<file path="src/rtl/tgate_bus_if.sv">
// Select/gate bundle between the datapath control logic and the
// transmission-gate bus controller.
interface tgate_bus_if #(
  parameter int N  = 4,
  parameter int SW = 2
);
  logic          sel_valid;
  logic [SW-1:0] sel;
  logic          sel_ready;
  logic          off_req;
  logic [N-1:0]  n_gate;
  logic [N-1:0]  p_gate;
  logic [SW-1:0] active;
  logic          bus_on;
  logic          overlap_err;

  modport master (
    output sel_valid, sel, off_req,
    input  sel_ready, n_gate, p_gate, active, bus_on, overlap_err
  );

  modport slave (
    input  sel_valid, sel, off_req,
    output sel_ready, n_gate, p_gate, active, bus_on, overlap_err
  );
endinterface

</file>
<file path="src/rtl/tgate_bus_ctrl.sv">
// Break-before-make controller for N transmission-gate switches on one bus node.
// Optional output overlap checker enabled by defining TGATE_OVERLAP_CHECK_EN.
module tgate_bus_ctrl #(
  parameter int N    = 4,
  parameter int SW   = 2,
  parameter int DEAD = 2
) (
  input logic        clk,
  input logic        reset,
  tgate_bus_if.slave bus
);
  localparam logic [1:0]  S_IDLE  = 2'd0;
  localparam logic [1:0]  S_BREAK = 2'd1;
  localparam logic [1:0]  S_ON    = 2'd2;
  localparam logic [SW:0] N_LIM   = (SW+1)'(N);
  localparam logic [3:0]  DEAD_M1 = 4'(DEAD - 1);

  function automatic logic [N-1:0] onehot(input logic [SW-1:0] idx);
    return N'(1) << idx;
  endfunction

  logic [1:0]    state, state_nx;
  logic [3:0]    cnt, cnt_nx;
  logic [SW-1:0] pending, pending_nx;
  logic          pend_vld, pend_vld_nx;
  logic [SW-1:0] active_r, active_nx;
  logic [N-1:0]  n_gate_r, p_gate_r, gate_nx;
  logic          bus_on_r;
  logic          accept, in_range;

  assign bus.sel_ready = (state != S_BREAK) && !bus.off_req;
  assign accept        = bus.sel_valid && bus.sel_ready;
  assign in_range      = {1'b0, bus.sel} < N_LIM;

  always_comb begin
    state_nx    = state;
    cnt_nx      = cnt;
    pending_nx  = pending;
    pend_vld_nx = pend_vld;
    active_nx   = active_r;
    case (state)
      S_IDLE: begin
        if (accept && in_range) begin
          state_nx  = S_ON;
          active_nx = bus.sel;
        end
      end
      S_ON: begin
        // Out-of-range selects behave exactly like a disconnect request
        if (bus.off_req || (accept && !in_range)) begin
          state_nx    = S_BREAK;
          cnt_nx      = DEAD_M1;
          pend_vld_nx = 1'b0;
        end else if (accept && (bus.sel != active_r)) begin
          state_nx    = S_BREAK;
          cnt_nx      = DEAD_M1;
          pending_nx  = bus.sel;
          pend_vld_nx = 1'b1;
        end
      end
      S_BREAK: begin
        if (bus.off_req) pend_vld_nx = 1'b0;
        if (cnt == 4'd0) begin
          if (pend_vld && !bus.off_req) begin
            state_nx  = S_ON;
            active_nx = pending;
          end else begin
            state_nx = S_IDLE;
          end
          pend_vld_nx = 1'b0;
        end else begin
          cnt_nx = cnt - 4'd1;
        end
      end
      default: state_nx = S_IDLE;
    endcase
    gate_nx = (state_nx == S_ON) ? onehot(active_nx) : '0;
  end

  // Registered gate drive: derived from next state so latency is one edge
  always_ff @(posedge clk) begin
    if (reset) begin
      state    <= S_IDLE;
      pend_vld <= 1'b0;
      active_r <= '0;
      n_gate_r <= '0;
      p_gate_r <= '1;
      bus_on_r <= 1'b0;
    end else begin
      state    <= state_nx;
      pend_vld <= pend_vld_nx;
      active_r <= active_nx;
      n_gate_r <= gate_nx;
      p_gate_r <= ~gate_nx;
      bus_on_r <= (state_nx == S_ON);
    end
  end

  // Counter and pending index are only read while qualified by state/pend_vld
  always_ff @(posedge clk) begin
    cnt     <= cnt_nx;
    pending <= pending_nx;
  end

  assign bus.n_gate = n_gate_r;
  assign bus.p_gate = p_gate_r;
  assign bus.active = active_r;
  assign bus.bus_on = bus_on_r;

`ifdef TGATE_OVERLAP_CHECK_EN
  function automatic logic multi_hot(input logic [N-1:0] x);
    return (x & (x - N'(1))) != '0;
  endfunction

  logic overlap_r;

  always_ff @(posedge clk) begin
    if (reset) begin
      overlap_r <= 1'b0;
    end else if (multi_hot(n_gate_r) || (|(~(n_gate_r ^ p_gate_r)))) begin
      overlap_r <= 1'b1;
    end
  end

  assign bus.overlap_err = overlap_r;
`else
  assign bus.overlap_err = 1'b0;
`endif

endmodule

</file>
<file path="src/flat_wrapper.sv">
// flat-port wrapper written by rule: the top's interface ports become plain ports
module tgate_bus_ctrl_flat 
#(
  parameter int N    = 4,
  parameter int SW   = 2,
  parameter int DEAD = 2
)
  (clk, reset, bus_sel_valid, bus_sel, bus_off_req, bus_sel_ready, bus_n_gate, bus_p_gate, bus_active, bus_bus_on, bus_overlap_err);
  tgate_bus_if #(.N(N), .SW(SW)) bus_i ();
  input logic clk;
  input logic reset;
  input wire logic [$bits(bus_i.sel_valid)-1:0] bus_sel_valid;
  input wire logic [$bits(bus_i.sel)-1:0] bus_sel;
  input wire logic [$bits(bus_i.off_req)-1:0] bus_off_req;
  output wire logic [$bits(bus_i.sel_ready)-1:0] bus_sel_ready;
  output wire logic [$bits(bus_i.n_gate)-1:0] bus_n_gate;
  output wire logic [$bits(bus_i.p_gate)-1:0] bus_p_gate;
  output wire logic [$bits(bus_i.active)-1:0] bus_active;
  output wire logic [$bits(bus_i.bus_on)-1:0] bus_bus_on;
  output wire logic [$bits(bus_i.overlap_err)-1:0] bus_overlap_err;
  assign bus_i.sel_valid = bus_sel_valid;
  assign bus_i.sel = bus_sel;
  assign bus_i.off_req = bus_off_req;
  assign bus_sel_ready = bus_i.sel_ready;
  assign bus_n_gate = bus_i.n_gate;
  assign bus_p_gate = bus_i.p_gate;
  assign bus_active = bus_i.active;
  assign bus_bus_on = bus_i.bus_on;
  assign bus_overlap_err = bus_i.overlap_err;
  tgate_bus_ctrl #(.N(N), .SW(SW), .DEAD(DEAD)) u_core (.clk(clk), .reset(reset), .bus(bus_i));
endmodule
</file>
<file path="config.mk">
export PLATFORM = sky130hd
export DESIGN_NAME = tgate_bus_ctrl_flat
export DESIGN_NICKNAME = d
export VERILOG_FILES = /design/src/rtl/tgate_bus_if.sv /design/src/rtl/tgate_bus_ctrl.sv /design/src/flat_wrapper.sv
export SDC_FILE = /design/constraint.sdc
export NUM_CORES = 1
export LEC_CHECK = 0
export ABC_AREA = 1
export CAP_MARGIN = 25
export CORE_AREA = 2 2 42 64
export DETAILED_ROUTE_END_ITERATION = 12
export DIE_AREA = 0 0 44 66
export PLACE_DENSITY = 0.79
export SYNTH_ARGS = -nofsm -noshare
export SYNTH_HDL_FRONTEND = slang
export SYNTH_SLANG_ARGS = --single-unit
</file>
<file path="constraint.sdc">
create_clock -name clk -period 3.3 [get_ports clk]
set_clock_uncertainty 0.2 [all_clocks]
set_input_delay 0.66 -clock clk [delete_from_list [all_inputs] [get_ports clk]]
set_output_delay 0.66 -clock clk [all_outputs]
set_load 0.03 [all_outputs]
</file>
==> flow_summary.toml <==
[route]
first_pass_iters = 4
drtAntennaViolNets = 0
remaining_drc_errors = 0
via_per_inst = 5.01
drt_iter0_drc = 46
vias = 916
routedWlPerCell_um = 11.3
drt_wl_total_um = 2070

[power]
p_leak_nw = 0.628
ir_drop_v = 0.000266
finalPower_uw = 569
power_density_mw_per_mm2 = 423

[worst_setup_path]
cp.required_ns = 2.44
r2r_setup_slack_ns = 1.22
cp_max_fo = 5
cpMostUsedCell = "clkdlybuf4s50_1"
slowest_stage = "clkdlybuf4s50_1"
critical_path_class = "in2out"
critical_path.top_delay_family = "buffers and inverters"
critPathArrivalTime_ns = 2.09
cp-end-kind = "output port"
crit_buf_inv = 2
crit_chain = "clkdlybuf4s50_1, nor2_4, clkdlybuf4s50_1"
critPathMaxStageDelay_ns = 0.70
cp-start-kind = "input port"

[placed_design]
post-place-cells = 179
place_hpwl_um = 1680
place.gp.congestion = 0.740
pre_cts_slack_ns = 0.343
portBuffers = 17

[clocking]
clk_latency_ns = 0.30
cts_buffers = 3
cts_hold_buf = 0
clk_path_buf_depth = 2
cts_resized = 0
ctsRootBufferMaster = "clkbuf_4"
path_clk_slew_ns = 0.10
tritoncts = "done"
post_cts_buffers = 0
clkSinkCount = 20
htreeDepth = 1

[yosys]
synth.cell_area_mm2 = 0.00114
synth.distinct_cells = 27
seq_area_frac_synth = 0.405
syn_avg_cell_area_um2 = 8.12
synth_cells = 140
synth_warnings = 0
synth_edf_count = 6
async_flop_share = 0
ys.flop_type = "dfxtp_1"
ys_seq_elements = 20
synth.net_count = 151

[die]
dieArea_mm2 = 0.00290
die_w_um = 44
start_util = 0.480
core-area_mm2 = 0.00237
die_h_um = 66
rows = 22
io_pins = 19

[global_routing]
track_usage = 0.166
grt_max_degree = 12
globalRoute.totalOverflow = 0
antenna_found_initial = 0
grt_pass1_wl_um = 3670
grt_pass1_vias = 928

[cells_and_area]
syn2layout_area_growth_pct = 18.3
layout-drive-gt1-share = 0.195
nets = 171
final_cell_mix = "nand2_1, inv_1, clkdlybuf4s50_1, dfxtp_1, nand3_1"
fin_cells = 183
diodes = 0
final_common_cell = "nand2_1"

[run]
max_cap_viol_count = 0

[sta]
setup_violations = 0
rsz0062_at_grt = "no"
worst_slack_ns = 0.350
slew_viol_final = 0
finalSetupTns_ns = 0
fin_crit_sh = 0.894
max_freq_ghz = 0.339
fin_crit_ns = 2.95
holdWs_ns = 0.267
finalHoldViolCount = 0

[hold_path]
hold_path.class = "reg2reg"

[status]
outcome = "completed"
[layer usage]
layer | global-route usage | vias up | share of wire
li1 | - | 470 | -
met5 | 0 | - | 0
met2 | 0.318 | 22 | 0.59
met4 | 0.0682 | 0 | 0
met1 | 0.162 | 424 | 0.38
met3 | 0.0355 | 0 | 0.035
[worst min-delay path: cells and delay by family, from the launching register on]
kind | cells | cell delay [ns]
simple gates | 1 | 0.06
compound gates | 1 | 0.05
flops | 1 | 0.33
[synth_stat cells (2+ instances only)]
cell      instances  share of area
nor2_2            5          0.028
nand4_1           6          0.033
inv_1            22          0.073
inv_4             2          0.011
nor2_1            6          0.020
nand2_4           3          0.030
ha_1              5          0.055
nor2_4            4          0.040
nand2_2           6          0.033
nand3_1          11          0.048
inv_2             3         0.0099
a21oi_1           2         0.0088
edfxtp_1          6           0.16
dfxtp_1          14           0.25
nand2_1          33           0.11
[layout make-up]
cell class | count | area [um^2]
inverters | 27 | 106
flip-flops and latches | 20 | 460
multi-input cells | 91 | 552
clock inverters | 1 | 3.75
fillers | 225 | 1020
repair buffers | 17 | 170
clock buffers | 3 | 22.5
well taps | 24 | 30.0
[cells by family (layout without fill, tap and decap cells)]
kind of cell,Yosys count,after routing,synth area share
and+or+nand+nor,79,79,0.385
xor gates and xnor gates,1,1,0.00770
buffers and inverters,29,48,0.110
AOI/OAI and AO/OA,5,5,0.0341
other,1,1,0.00330
adders and majority gates,5,5,0.0550
DFF,20,20,0.405
[stage by stage]
| stage | utilization | cell area, um^2 |
|---|---|---|
| 2_1_floorplan | - | 1140 |
| 3_3_place_gp | 0.557 | 1320 |
| 3_5_place_dp | 0.557 | 1320 |
| 4_1_cts | 0.568 | 1350 |
| 5_1_grt | 0.568 | 1350 |
| 6_report | 0.568 | 1350 |
[registers in the layout (all words and copies together) (netlist names)]
name	cells
u_core.cnt	4
u_core.bus.bus_on	1
u_core.pend_vld	1
u_core.bus.n_gate	4
u_core.bus.active	2
u_core.pending	2
u_core.state	2
u_core.bus.p_gate	4
[power breakdown]
part | total, mW | switching (mW) | internal [mW] | leakage (nW)
combinational | 0.172 | 0.110 | 0.0621 | 0.445
clock | 0.117 | 0.0730 | 0.0441 | 0.0154
sequential | 0.280 | 0.0101 | 0.270 | 0.168
[final timing paths]
| kind | start | end | cells after the start |
|---|---|---|---|
| worst min-delay path | u_core.pend_vld$_SDFFE_PP0P_ | u_core.pend_vld$_SDFFE_PP0P_ | 2 |
| worst max-delay path | bus_off_req | bus_sel_ready | 3 |
| worst max register to register | u_core.state[1]$_SDFF_PP0_ | u_core.cnt[1]$_SDFFCE_PN0P_ | 9 |
| worst min register to register | u_core.pend_vld$_SDFFE_PP0P_ | u_core.pend_vld$_SDFFE_PP0P_ | 2 |
Power figures use the tool's default switching activity.
